**config.mk**
```make
export PLATFORM = sky130hd
export DESIGN_NAME = pc_sequencer
export DESIGN_NICKNAME = d
export VERILOG_FILES = /design/src/rtl/pc_sequencer.sv
export SDC_FILE = /design/constraint.sdc
export NUM_CORES = 1
export LEC_CHECK = 0
export BUFFER_PORTS_ARGS = -buffer_cell sky130_fd_sc_hd__buf_2
export CORE_MARGIN = 2
export CORE_UTILIZATION = 25
export CTS_BUF_LIST = sky130_fd_sc_hd__clkbuf_2
export DETAILED_ROUTE_END_ITERATION = 12
export PLACE_DENSITY = 0.42
export SLEW_MARGIN = 30
export SYNTH_ARGS = -nofsm -noshare
export SYNTH_HDL_FRONTEND = slang
export SYNTH_SLANG_ARGS = --single-unit
```
**constraint.sdc**
```tcl
create_clock -name clk -period 6.44 [get_ports clk]
set_clock_uncertainty 0.15 [all_clocks]
set_input_delay 0.644 -clock clk [delete_from_list [all_inputs] [get_ports clk]]
set_output_delay 0.644 -clock clk [all_outputs]
set_load 0.1 [all_outputs]
```
**src/rtl/pc_sequencer.sv**
```systemverilog
// pc_sequencer: registered program counter with branch decode and a
// circular return-address stack for call/return, with stall support
// and sticky stack overflow/underflow flags.
module pc_sequencer #(
    parameter int                 WIDTH     = 32,
    parameter int                 RAS_DEPTH = 4,
    parameter logic [WIDTH-1:0]   RESET_PC  = '0
) (
    input  logic                         clk,
    input  logic                         rst_n,
    input  logic                         stall,
    input  logic [1:0]                   BS,
    input  logic                         PS,
    input  logic                         Z,
    input  logic [WIDTH-1:0]             BrA,
    input  logic [WIDTH-1:0]             RAA,
    input  logic                         link,
    input  logic                         ret,
    output logic [WIDTH-1:0]             pc,
    output logic [WIDTH-1:0]             pc_plus1,
    output logic [WIDTH-1:0]             next_pc,
    output logic                         taken,
    output logic [$clog2(RAS_DEPTH):0]   ras_count,
    output logic                         ras_ovf,
    output logic                         ras_unf
);

    localparam int PTR_W = $clog2(RAS_DEPTH);
    localparam int CNT_W = PTR_W + 1;

    localparam logic [WIDTH-1:0] PC_ONE   = WIDTH'(1);
    localparam logic [PTR_W-1:0] PTR_ONE  = PTR_W'(1);
    localparam logic [CNT_W-1:0] CNT_ONE  = CNT_W'(1);
    localparam logic [CNT_W-1:0] CNT_FULL = CNT_W'(RAS_DEPTH);

    // Stack storage; top_ptr indexes the most recently pushed entry.
    logic [WIDTH-1:0] ras_mem [RAS_DEPTH];
    logic [PTR_W-1:0] top_ptr;
    logic [PTR_W-1:0] wr_ptr;
    logic [WIDTH-1:0] ras_top;

    logic cond_true;
    logic jump_sel;
    logic ras_empty;
    logic ras_full;
    logic do_pop;
    logic do_push;
    logic unf_event;

    assign pc_plus1  = pc + PC_ONE;
    assign wr_ptr    = top_ptr + PTR_ONE;
    assign ras_top   = ras_mem[top_ptr];
    assign ras_empty = (ras_count == '0);
    assign ras_full  = (ras_count == CNT_FULL);

    // Decode the branch fields and decide whether the stack is touched.
    always_comb begin
        cond_true = (Z == PS);
        jump_sel  = 1'b0;
        case (BS)
            2'b01:   jump_sel = cond_true;
            2'b10:   jump_sel = 1'b1;
            2'b11:   jump_sel = 1'b1;
            default: jump_sel = 1'b0;
        endcase
        do_pop    = ret && !ras_empty;
        unf_event = ret && ras_empty;
        do_push   = link && !ret && jump_sel;
    end

    // Select the next PC: a return overrides everything, then the branch field.
    always_comb begin
        next_pc = pc_plus1;
        taken   = 1'b0;
        if (ret) begin
            if (!ras_empty) begin
                next_pc = ras_top;
                taken   = 1'b1;
            end
        end else begin
            case (BS)
                2'b11: begin
                    next_pc = BrA;
                    taken   = 1'b1;
                end
                2'b10: begin
                    next_pc = RAA;
                    taken   = 1'b1;
                end
                2'b01: begin
                    if (cond_true) begin
                        next_pc = BrA;
                        taken   = 1'b1;
                    end
                end
                default: begin
                    next_pc = pc_plus1;
                    taken   = 1'b0;
                end
            endcase
        end
    end

    // Commit PC, stack pointer, count and sticky flags once per unstalled cycle.
    always_ff @(posedge clk) begin
        if (!rst_n) begin
            pc        <= RESET_PC;
            top_ptr   <= '1;
            ras_count <= '0;
            ras_ovf   <= 1'b0;
            ras_unf   <= 1'b0;
        end else if (!stall) begin
            pc <= next_pc;
            if (do_pop) begin
                top_ptr   <= top_ptr - PTR_ONE;
                ras_count <= ras_count - CNT_ONE;
            end else if (do_push) begin
                top_ptr <= wr_ptr;
                if (ras_full) begin
                    ras_ovf <= 1'b1;
                end else begin
                    ras_count <= ras_count + CNT_ONE;
                end
            end
            if (unf_event) begin
                ras_unf <= 1'b1;
            end
        end
    end

    // Write the return address into the slot above the current top; a full
    // stack wraps onto and replaces its oldest entry.
    always_ff @(posedge clk) begin
        if (rst_n && !stall && do_push) begin
            ras_mem[wr_ptr] <= pc_plus1;
        end
    end

endmodule

```
==> out/metrics.yaml <==
status: "complete, no violations"
regArea_sq_um: 4670
clk_path_buf_depth: 2
rows: 68
grt_overflow: 0
fin_ws_ns: 1.53
ys_types: 75
cts_resized: 0
final_layout_size_suffix_gt1_share_pct: 32.8
syn_to_final_growth_pct: 18.6
placedCellCount: 1300
synth_edf_count: 128
final_cell_mix: "174 x buf_2, 128 x edfxtp_1, 46 x nand2_1, 40 x dfxtp_1, 38 x nand3_1"
io_buffers: 174
final.min_clock_period_ns: 4.91
gr-usage-all-layers_pct: 17.4
final_cells: 1333
core_sq_um: 34300
avgRoutedWirePerCell_um: 23.5
p_leak_nw: 3.91
cts_tree: "built"
io_pins: 175
multi_input_area_sq_um: 3720
synth_area_sq_um: 8650
cts.htree.levels: 4
min-delay-start: "BrA[0]"
cts_hold_repair.buffers: 0
cp-endpoint: "next_pc[30]"
synth_seq_area_share_pct: 54.0
worstSetupEndpointType: "primary output"
die_w_um: 190
critical_path_class: "reg -> out"
first_pass_iters: 5
timing.rr.start: "ras_count[1]"
wl_mm: 31.4
ff2ff_setup_slack_ns: 3.03
cts.sinks: 169
final_area_sq_um: 10300
insertion_delay_ns: 0.75
cts_root_buffer: "clkbuf_2"
crit_required_ns: 5.65
final_common_cell: "buf_2"
avgSynthCellArea_sq_um: 12.2
grt_first_pass_wirelength_mm: 45.5
cp_max_fo: 13
die_h_um: 190
max_slew_margin_pct: 40.9
fillers: 3624
hpwlAfterDp_mm: 22.4
nNetsFinal: 943
grt_antenna_before_repair: 1
synth_top_cell_by_area: "edfxtp_1"
finalSetupViolCount: 0
grt_pass1_vias: 6652
syn_inst: 711
fin_crit_sh_pct: 76.2
hold_ws_ns: 0.170
startpoint: "pc[0]"
worst_pin_slew_ns: 0.883
cp.arrival_ns: 4.12
synth_top_area_share_pct: 44.5
worstReg2RegEnd: "ras_count[2]"
tns_ns: 0
drv_slew: 0
ant_nets: 0
grt_start_max_net_pins: 50
async_flop_share_pct: 0
syn_nets: 790
place_area_sq_um: 9990
finalCoreUtilization_pct: 29.9
floorplan.initialDensity_pct: 25.2
pwr_density_cell_nw_per_um2: 270
synth_area_leaders: "edfxtp_1 44%, dfxtp_1 9.5%, mux4_2 8.3%"
rsz0062_at_grt: "false"
synthFlopType: "edfxtp_1"
hold_path_class: "in -> reg"
post_cts_buffers: 0
ys_ff_latch: 169
yosysWarnings: 0
gp_congestion: 0.743
hold_viol: 0
vias_per_cell: 5.07
peakVddDrop_mv: 0.0934
cts_inserted_buffers: 17
r2r.worst_path.cells: 6
worstSetupStartpointType: "flop"
dieArea_sq_um: 36100
max_cap_violations: 0
clk_pin_slew_ns: 0.23
vias: 6754
drt_first_iter_violations: 504
max_freq_ghz: 0.204
p_total_mw: 2.77
preCtsSetupSlack_ns: 2.03
drc: 0
==> layer usage <==
layer / GRT usage [%] / vias up / share of wire (%)
li1: - / 3104 / -
met2: 28.5 / 195 / 47
met5: 0 / - / 0
met1: 23.6 / 3432 / 45
met4: 4.59 / 0 / 1.6
met3: 3.15 / 23 / 5.6
==> critical path: stages, from the launching register on <==
cell and delay, ns:
dfxtp_1 0.62, ha_1 0.28, and3_1 0.44, nand2_1 0.49, nor4_4 0.46, xor2_1 0.46, a21o_1 0.20, buf_2 0.43
==> state kept, by name, summed over array words and instances (netlist names), named ones only <==
signal	count
pc	32
ras_unf	1
top_ptr	2
ras_count	3
ras_mem	128
ras_ovf	1
==> where the power goes <==
group / total (mW) / switching [mW] / internal, mW
Combinational: 0.897 / 0.720 / 0.177
Clock: 0.616 / 0.396 / 0.220
Sequential: 1.25 / 0.0510 / 1.20
==> cell families (layout without fill, tap and decap cells) <==
| family | count (synthesis) | in the layout | share of synthesized area, % |
|---|---|---|---|
| buf+inv | 72 | 238 | 3.30 |
| simple gates | 212 | 212 | 13.3 |
| flops | 169 | 169 | 54.0 |
| fa+ha+maj | 6 | 6 | 0.955 |
| other cells | 0 | 1 | 0 |
| compound gates | 172 | 172 | 14.7 |
| xor+xnor | 24 | 24 | 2.43 |
| mux | 56 | 56 | 11.3 |
==> worst min-delay path by stage <==
stage / end / slack, ns / cells past startpoint
after floorplan: flop / 0.38 / 2
after global placement: ras_unf / 0.39 / 2
after detailed placement: ras_unf / 0.39 / 2
after CTS: pc[0] / 0.08 / 3
after global routing: pc[0] / 0.11 / 3
final: pc[0] / 0.17 / 3
==> Yosys cell counts, drive strengths merged (12+ instances only) <==
cell and instances:
edfxtp 128, nand2 46, dfxtp 41, clkbuf 40, nand3 38, nor2 36, mux4 32, a21oi 31
o21ai 22, inv 19, o31ai 18, xnor2 15, mux2 13, buf 12, nand4 12
==> final cells by class <==
type                    instances  share of cell area (%)
flip-flops and latches        169                    45.5
multi-input cells             470                    36.2
repair buffers                186                    9.37
well taps                     455                    5.55
clock inverters                14                    1.67
clock buffers                  18                   0.878
inverters                      20                   0.732
diodes                          1                  0.0244
(Power assumes the default switching activity.)
